--- src/rtl/input_preprocess_if.sv ---
// Button and switch bundle for input_preprocess: raw inputs in, action pulses and game level out.
interface input_preprocess_if;
    logic        btnL;
    logic        btnR;
    logic [15:0] SW;
    logic        move_left;
    logic        move_right;
    logic        start_game;
    logic        reset_table;
    logic        done_and_next;
    logic        draw_and_next;
    logic        game_started;

    modport master (
        output btnL, btnR, SW,
        input  move_left, move_right, start_game, reset_table,
               done_and_next, draw_and_next, game_started
    );

    modport slave (
        input  btnL, btnR, SW,
        output move_left, move_right, start_game, reset_table,
               done_and_next, draw_and_next, game_started
    );
endinterface

--- src/rtl/input_preprocess.sv ---
// Synchronize, debounce and edge-detect buttons/switches into single-cycle game pulses.
// Optional move-button auto-repeat is enabled with macro BTN_AUTOREPEAT_EN.
module input_preprocess #(
    parameter int DEB_CYCLES    = 1_000_000,
    parameter int HOLD_CYCLES   = 50_000_000,
    parameter int REPEAT_CYCLES = 10_000_000
) (
    input  logic                clk,
    input  logic                rst,
    input  logic                interboard_rst,
    input_preprocess_if.slave   io
);
    localparam int N_IN  = 6;
    localparam int MAX_A = (DEB_CYCLES > HOLD_CYCLES) ? DEB_CYCLES : HOLD_CYCLES;
    localparam int MAX_C = (MAX_A > REPEAT_CYCLES) ? MAX_A : REPEAT_CYCLES;
    localparam int CNT_W = $clog2(MAX_C + 1);
    localparam logic [CNT_W-1:0] DEB_LAST = CNT_W'(DEB_CYCLES - 1);

    // Channel order: 0 btnL, 1 btnR, 2 SW[0], 3 SW[1], 4 SW[2], 5 SW[15]
    localparam int CH_L = 0, CH_R = 1, CH_RT = 2, CH_DN = 3, CH_DR = 4, CH_ST = 5;

    function automatic logic [CNT_W-1:0] sat_inc(input logic [CNT_W-1:0] v);
        return (v == {CNT_W{1'b1}}) ? v : v + 1'b1;
    endfunction

    logic [N_IN-1:0]  raw;
    logic [N_IN-1:0]  sync_p0, sync_p1;
    logic             vld_p0, vld_p1;
    logic [N_IN-1:0]  deb_p2, deb_p3;
    logic [N_IN-1:0]  armed;
    logic [CNT_W-1:0] deb_cnt [N_IN];
    logic [N_IN-1:0]  rise;
    logic [1:0]       rep_fire;

    logic move_left_r, move_right_r, start_game_r;
    logic reset_table_r, done_and_next_r, draw_and_next_r, game_started_r;

    assign raw = {io.SW[15], io.SW[2], io.SW[1], io.SW[0], io.btnR, io.btnL};

    // Stage p0/p1: two-flop synchronizer; vld marks when p1 holds a real sample
    always_ff @(posedge clk or negedge rst) begin
        if (!rst) begin
            sync_p0 <= '0;
            sync_p1 <= '0;
            vld_p0  <= 1'b0;
            vld_p1  <= 1'b0;
        end else if (interboard_rst) begin
            sync_p0 <= '0;
            sync_p1 <= '0;
            vld_p0  <= 1'b0;
            vld_p1  <= 1'b0;
        end else begin
            sync_p0 <= raw;
            sync_p1 <= sync_p0;
            vld_p0  <= 1'b1;
            vld_p1  <= vld_p0;
        end
    end

    // Stage p2/p3: debounce, delayed copy for edge detect, arming after a confirmed low
    always_ff @(posedge clk or negedge rst) begin
        if (!rst) begin
            deb_p2 <= '0;
            deb_p3 <= '0;
            armed  <= '0;
            for (int i = 0; i < N_IN; i++) deb_cnt[i] <= '0;
        end else if (interboard_rst) begin
            deb_p2 <= '0;
            deb_p3 <= '0;
            armed  <= '0;
            for (int i = 0; i < N_IN; i++) deb_cnt[i] <= '0;
        end else begin
            deb_p3 <= deb_p2;
            armed  <= armed | ({N_IN{vld_p1}} & ~sync_p1 & ~deb_p2);
            for (int i = 0; i < N_IN; i++) begin
                if (sync_p1[i] == deb_p2[i]) begin
                    deb_cnt[i] <= '0;
                end else if (deb_cnt[i] >= DEB_LAST) begin
                    deb_p2[i]  <= sync_p1[i];
                    deb_cnt[i] <= '0;
                end else begin
                    deb_cnt[i] <= sat_inc(deb_cnt[i]);
                end
            end
        end
    end

    assign rise = armed & deb_p2 & ~deb_p3;

`ifdef BTN_AUTOREPEAT_EN
    localparam logic [CNT_W-1:0] HOLD_LAST = CNT_W'(HOLD_CYCLES - 1);
    localparam logic [CNT_W-1:0] REP_LAST  = CNT_W'(REPEAT_CYCLES - 1);

    logic [CNT_W-1:0] rep_cnt [2];
    logic [1:0]       rep_phase;
    logic [1:0]       rep_held;

    always_comb begin
        rep_held = '0;
        rep_fire = '0;
        for (int i = 0; i < 2; i++) begin
            rep_held[i] = armed[i] & deb_p2[i] & deb_p3[i];
            rep_fire[i] = rep_held[i] &
                          (rep_phase[i] ? (rep_cnt[i] == REP_LAST) : (rep_cnt[i] == HOLD_LAST));
        end
    end

    // Repeat counters: first interval is the hold delay, later ones the repeat period
    always_ff @(posedge clk or negedge rst) begin
        if (!rst) begin
            rep_phase <= '0;
            for (int i = 0; i < 2; i++) rep_cnt[i] <= '0;
        end else if (interboard_rst) begin
            rep_phase <= '0;
            for (int i = 0; i < 2; i++) rep_cnt[i] <= '0;
        end else begin
            for (int i = 0; i < 2; i++) begin
                if (!rep_held[i]) begin
                    rep_cnt[i]   <= '0;
                    rep_phase[i] <= 1'b0;
                end else if (rep_fire[i]) begin
                    rep_cnt[i]   <= '0;
                    rep_phase[i] <= 1'b1;
                end else begin
                    rep_cnt[i] <= sat_inc(rep_cnt[i]);
                end
            end
        end
    end
`else
    assign rep_fire = 2'b00;
`endif

    // Stage p4: registered pulses with gating and action priority
    always_ff @(posedge clk or negedge rst) begin
        if (!rst) begin
            move_left_r     <= 1'b0;
            move_right_r    <= 1'b0;
            start_game_r    <= 1'b0;
            reset_table_r   <= 1'b0;
            done_and_next_r <= 1'b0;
            draw_and_next_r <= 1'b0;
            game_started_r  <= 1'b0;
        end else if (interboard_rst) begin
            move_left_r     <= 1'b0;
            move_right_r    <= 1'b0;
            start_game_r    <= 1'b0;
            reset_table_r   <= 1'b0;
            done_and_next_r <= 1'b0;
            draw_and_next_r <= 1'b0;
            game_started_r  <= 1'b0;
        end else begin
            move_left_r     <= (rise[CH_L] | rep_fire[0]) & game_started_r;
            move_right_r    <= (rise[CH_R] | rep_fire[1]) & game_started_r;
            start_game_r    <= rise[CH_ST];
            reset_table_r   <= rise[CH_RT] & game_started_r;
            done_and_next_r <= rise[CH_DN] & ~rise[CH_RT] & game_started_r;
            draw_and_next_r <= rise[CH_DR] & ~rise[CH_RT] & ~rise[CH_DN] & game_started_r;
            game_started_r  <= game_started_r | rise[CH_ST];
        end
    end

    assign io.move_left     = move_left_r;
    assign io.move_right    = move_right_r;
    assign io.start_game    = start_game_r;
    assign io.reset_table   = reset_table_r;
    assign io.done_and_next = done_and_next_r;
    assign io.draw_and_next = draw_and_next_r;
    assign io.game_started  = game_started_r;
endmodule

--- src/flat_wrapper.sv ---
// flat-port wrapper written by rule: the top's interface ports become plain ports
module input_preprocess_flat 
#(
    parameter int DEB_CYCLES    = 1_000_000,
    parameter int HOLD_CYCLES   = 50_000_000,
    parameter int REPEAT_CYCLES = 10_000_000
)
  (clk, rst, interboard_rst, io_btnL, io_btnR, io_SW, io_move_left, io_move_right, io_start_game, io_reset_table, io_done_and_next, io_draw_and_next, io_game_started);
  input_preprocess_if io_i ();
  input  logic clk;
  input  logic rst;
  input  logic interboard_rst;
  input wire logic [$bits(io_i.btnL)-1:0] io_btnL;
  input wire logic [$bits(io_i.btnR)-1:0] io_btnR;
  input wire logic [$bits(io_i.SW)-1:0] io_SW;
  output wire logic [$bits(io_i.move_left)-1:0] io_move_left;
  output wire logic [$bits(io_i.move_right)-1:0] io_move_right;
  output wire logic [$bits(io_i.start_game)-1:0] io_start_game;
  output wire logic [$bits(io_i.reset_table)-1:0] io_reset_table;
  output wire logic [$bits(io_i.done_and_next)-1:0] io_done_and_next;
  output wire logic [$bits(io_i.draw_and_next)-1:0] io_draw_and_next;
  output wire logic [$bits(io_i.game_started)-1:0] io_game_started;
  assign io_i.btnL = io_btnL;
  assign io_i.btnR = io_btnR;
  assign io_i.SW = io_SW;
  assign io_move_left = io_i.move_left;
  assign io_move_right = io_i.move_right;
  assign io_start_game = io_i.start_game;
  assign io_reset_table = io_i.reset_table;
  assign io_done_and_next = io_i.done_and_next;
  assign io_draw_and_next = io_i.draw_and_next;
  assign io_game_started = io_i.game_started;
  input_preprocess #(.DEB_CYCLES(DEB_CYCLES), .HOLD_CYCLES(HOLD_CYCLES), .REPEAT_CYCLES(REPEAT_CYCLES)) u_core (.clk(clk), .rst(rst), .interboard_rst(interboard_rst), .io(io_i));
endmodule
--- config.mk ---
export PLATFORM = sky130hd
export DESIGN_NAME = input_preprocess_flat
export DESIGN_NICKNAME = d
export VERILOG_FILES = /design/src/rtl/input_preprocess_if.sv /design/src/rtl/input_preprocess.sv /design/src/flat_wrapper.sv
export SDC_FILE = /design/constraint.sdc
export NUM_CORES = 1
export LEC_CHECK = 0
export BUFFER_PORTS_ARGS = -buffer_cell sky130_fd_sc_hd__clkbuf_2
export CORE_UTILIZATION = 52
export DETAILED_ROUTE_END_ITERATION = 10
export PLACE_DENSITY = 0.69
export RECOVER_POWER = 100
export SLEW_MARGIN = 10
export SYNTH_ARGS = -nofsm -noshare
export SYNTH_HDL_FRONTEND = slang
export SYNTH_SLANG_ARGS = --single-unit
--- constraint.sdc ---
create_clock -name clk -period 2.9 [get_ports clk]
set_input_delay 0 -clock clk [delete_from_list [all_inputs] [get_ports clk]]
set_output_delay 0 -clock clk [all_outputs]
set_load 0.02 [all_outputs]
==> run metrics <==
status finished with violations; violated checks max-capacitance violations, max-slew violations; Setup Crit Path Kind register to register; type of origin of the critical path register; Fin Hold WS 0.2286 ns; CP Cell Sequence ha_1, and4_1, a2111o_1, a211o_1, a2111o_1, buf_4, nor2_1; largest net degree at the start of global routing 87; critical path's largest stage delay 0.45 ns; post-synth top area share 58.89%; total gr overflow 0; most frequent cells after synthesis dfrtp_1 (195), nor2_1 (147), xor2_1 (67); maximum vdd ir drop roughly 0.00041 V; Yosys reg bits 195; unrepaired setup endpoints after global routing no; Max Cap Violations 1; initial core utilization 53.90%; vias in the first global route 5,708; Gate Count Post-Synth 776; design area 9333 sq um; Total Routing Usage GR between 10% and 20%; Antenna Nets Post-Route 0; IO Port Bufs 15; Fin. Hold Viols 0; RePlAce Congestion 0.7860; share of layout cells above drive strength 1 6.565%; core area about 15,000 sq um; CTS tree built; pwr/cell area about 570 nW/um^2; # rows 45; Setup WS pre-CTS between 0.4 and 0.5 ns; final clock skew 0.008375 ns; DRT Wirelength approximately 14,000 microns; CP arrival 2.90 ns; sequential fraction of the synthesis area 58.89%; IO Pins 28; Root Driver clkbuf_16; Worst path slowest cell a2111o_1; Final Slew Violations 87; Yosys cell types 41; DR WL/cell about 14 microns; Final Setup Violations 0; CTS clk-pin slew, worst paths about 0.070 ns; Synth Area per Inst about 11 sq um; die height 128.2 microns; Period Utilization, post-route 88.03%; Die ar. 16,440 sq um; crit end category register; final setup margin 0.3471 ns; clock sink count 195; EDFF count, synth 0; Die Span X 128.2 microns; initial antenna violation count 0; fin cells between 1,000 and 1,500; Sum Neg Setup Slack 0 ns; Worst path top cell family by delay compound AO/OA/AOI/OAI gates; maximum clock rate 391.7 MHz; DP HPWL 9748 microns; CP Max Fanout 20; most common cell in the netlist dfrtp_1; dominant cells by area after synthesis dfrtp_1 (59%), xor2_1 (7.1%), nor2_1 (6.7%); Static Leak 3.935 nW; CTS Buf Count 17; Hold Path Class input port to register; Cells after DPL 1,026; drt first pass iters 4; first-pass GRT wire length between 20,000 and 30,000 microns; Synth Flop Type dfrtp_1; later-pin clock latency in the skew report 0.42 ns; measured slew at the worst slew-check pin ~2.1 ns; n_diodes 0; Synth Cell Area 8285 sq um; CP required 3.25 ns; Area after DPL 8726 sq um; Async SR Flop Fraction 100.0%; DR iter-0 viols 307; biggest area consumer among synthesized cells dfrtp_1; fin crit period 2.553 ns; post-DR vias/cell 5.168; H-tree depth 4; Top cell by count, worst path a2111o_1; Area Overhead vs Synth 12.64%; DRC viols 0; Clock Path Buffers 2; yosys synthesis warning count 0; DR vias 5,499; Post-CTS Setup Bufs 0; max_slew headroom -38.83%; layout net count 868; Worst Path Buf+Inv 1
[registers in the layout, indices dropped and copies added (netlist names), 6 cells and up]
| name | flops |
|---|---|
| u_core.deb_cnt | 156 |
| u_core.sync_p1 | 6 |
| u_core.sync_p0 | 6 |
| u_core.armed | 6 |
| u_core.deb_p3 | 6 |
| u_core.deb_p2 | 6 |
[per-layer routing]
layer	GRT usage [%]	vias to the layer above	wire length [microns]
li1	-	2683	-
met1	25.38	2741	6769
met2	33.16	62	7153
met3	4.967	13	394
met4	6.505	0	140
met5	0	-	0
[worst paths after layout]
kind,startpoint,slack [ns],cells past startpoint,end
setup / recovery,u_core.deb_cnt[52],0.35,7,u_core.deb_cnt[65]
hold reg to reg,u_core.deb_p3[4],0.41,1,u_core.io.draw_and_next
min in group asynchronous,rst,0.72,2,u_core.deb_cnt[70]
setup reg to reg,u_core.deb_cnt[52],0.35,7,u_core.deb_cnt[65]
hold / removal,interboard_rst,0.23,2,u_core.armed[0]
max in group asynchronous,rst,0.76,3,u_core.vld_p0
[cell usage in the layout (no fill, tap or decap), drive strengths merged, types with 3 or more instances in the layout]
cell / count
nand4: 24
nor2: 167
nand2: 56
and2: 4
nand3b: 3
conb: 36
a211oi: 3
xnor2: 47
inv: 13
dlygate4sd3: 7
a21oi: 6
clkbuf: 39
or4: 11
clkinv: 4
dfrtp: 195
ha: 6
and4: 5
nor4: 14
xor2: 67
and3: 20
nor3: 19
nand3: 49
mux2: 5
bufinv: 3
nor2b: 26
buf: 5
[logic make-up (layout without fill, tap and decap cells)]
family | after synthesis | after routing | share of synthesized area, %
DFF | 195 | 195 | 58.89
muxes | 5 | 5 | 0.6795
xor gates and xnor gates | 114 | 114 | 12.05
AOI/OAI and AO/OA | 20 | 20 | 1.797
other | 1 | 36 | 0.04526
buffers and inverters | 30 | 72 | 1.691
and+or+nand+nor | 405 | 405 | 23.94
adders and majority gates | 6 | 6 | 0.9060
[through the flow]
step | util (%) | power, mW
6_report | 60.72 | 5.290
4_1_cts | 61.19 | 5.354
2_1_floorplan | - | 2.868
5_1_grt | 60.72 | 5.493
3_3_place_gp | 56.77 | 2.939
3_5_place_dp | 56.77 | 2.945
[layout make-up]
type                       count  area, sq um
sequential                   195         4880
tap                          211        264.0
fill                        1252         6038
multi-input combinational    586         3353
inverter                      11        41.29
clock inverter                10        148.9
timing repair buffer          30        185.2
clock buffer                  21        460.4
[what timing repair did]
| item | 4_1_cts | 5_1_grt |
|---|---|---|
| hold buffers | 7 | 0 |
| gates resized for setup | 0 | 0 |
| hold endpoints to repair | 88 | 0 |
| endpoints found under the setup margin | 0 | 0 |
[power breakdown]
| group | internal [mW] | switching [mW] | leakage (nW) |
|---|---|---|---|
| combinational | 0.0322 | 0.0821 | 1.02 |
| sequential | 2.76 | 0.0183 | 2.62 |
| clock | 1.41 | 0.984 | 0.296 |
Power figures use the tool's default switching activity.
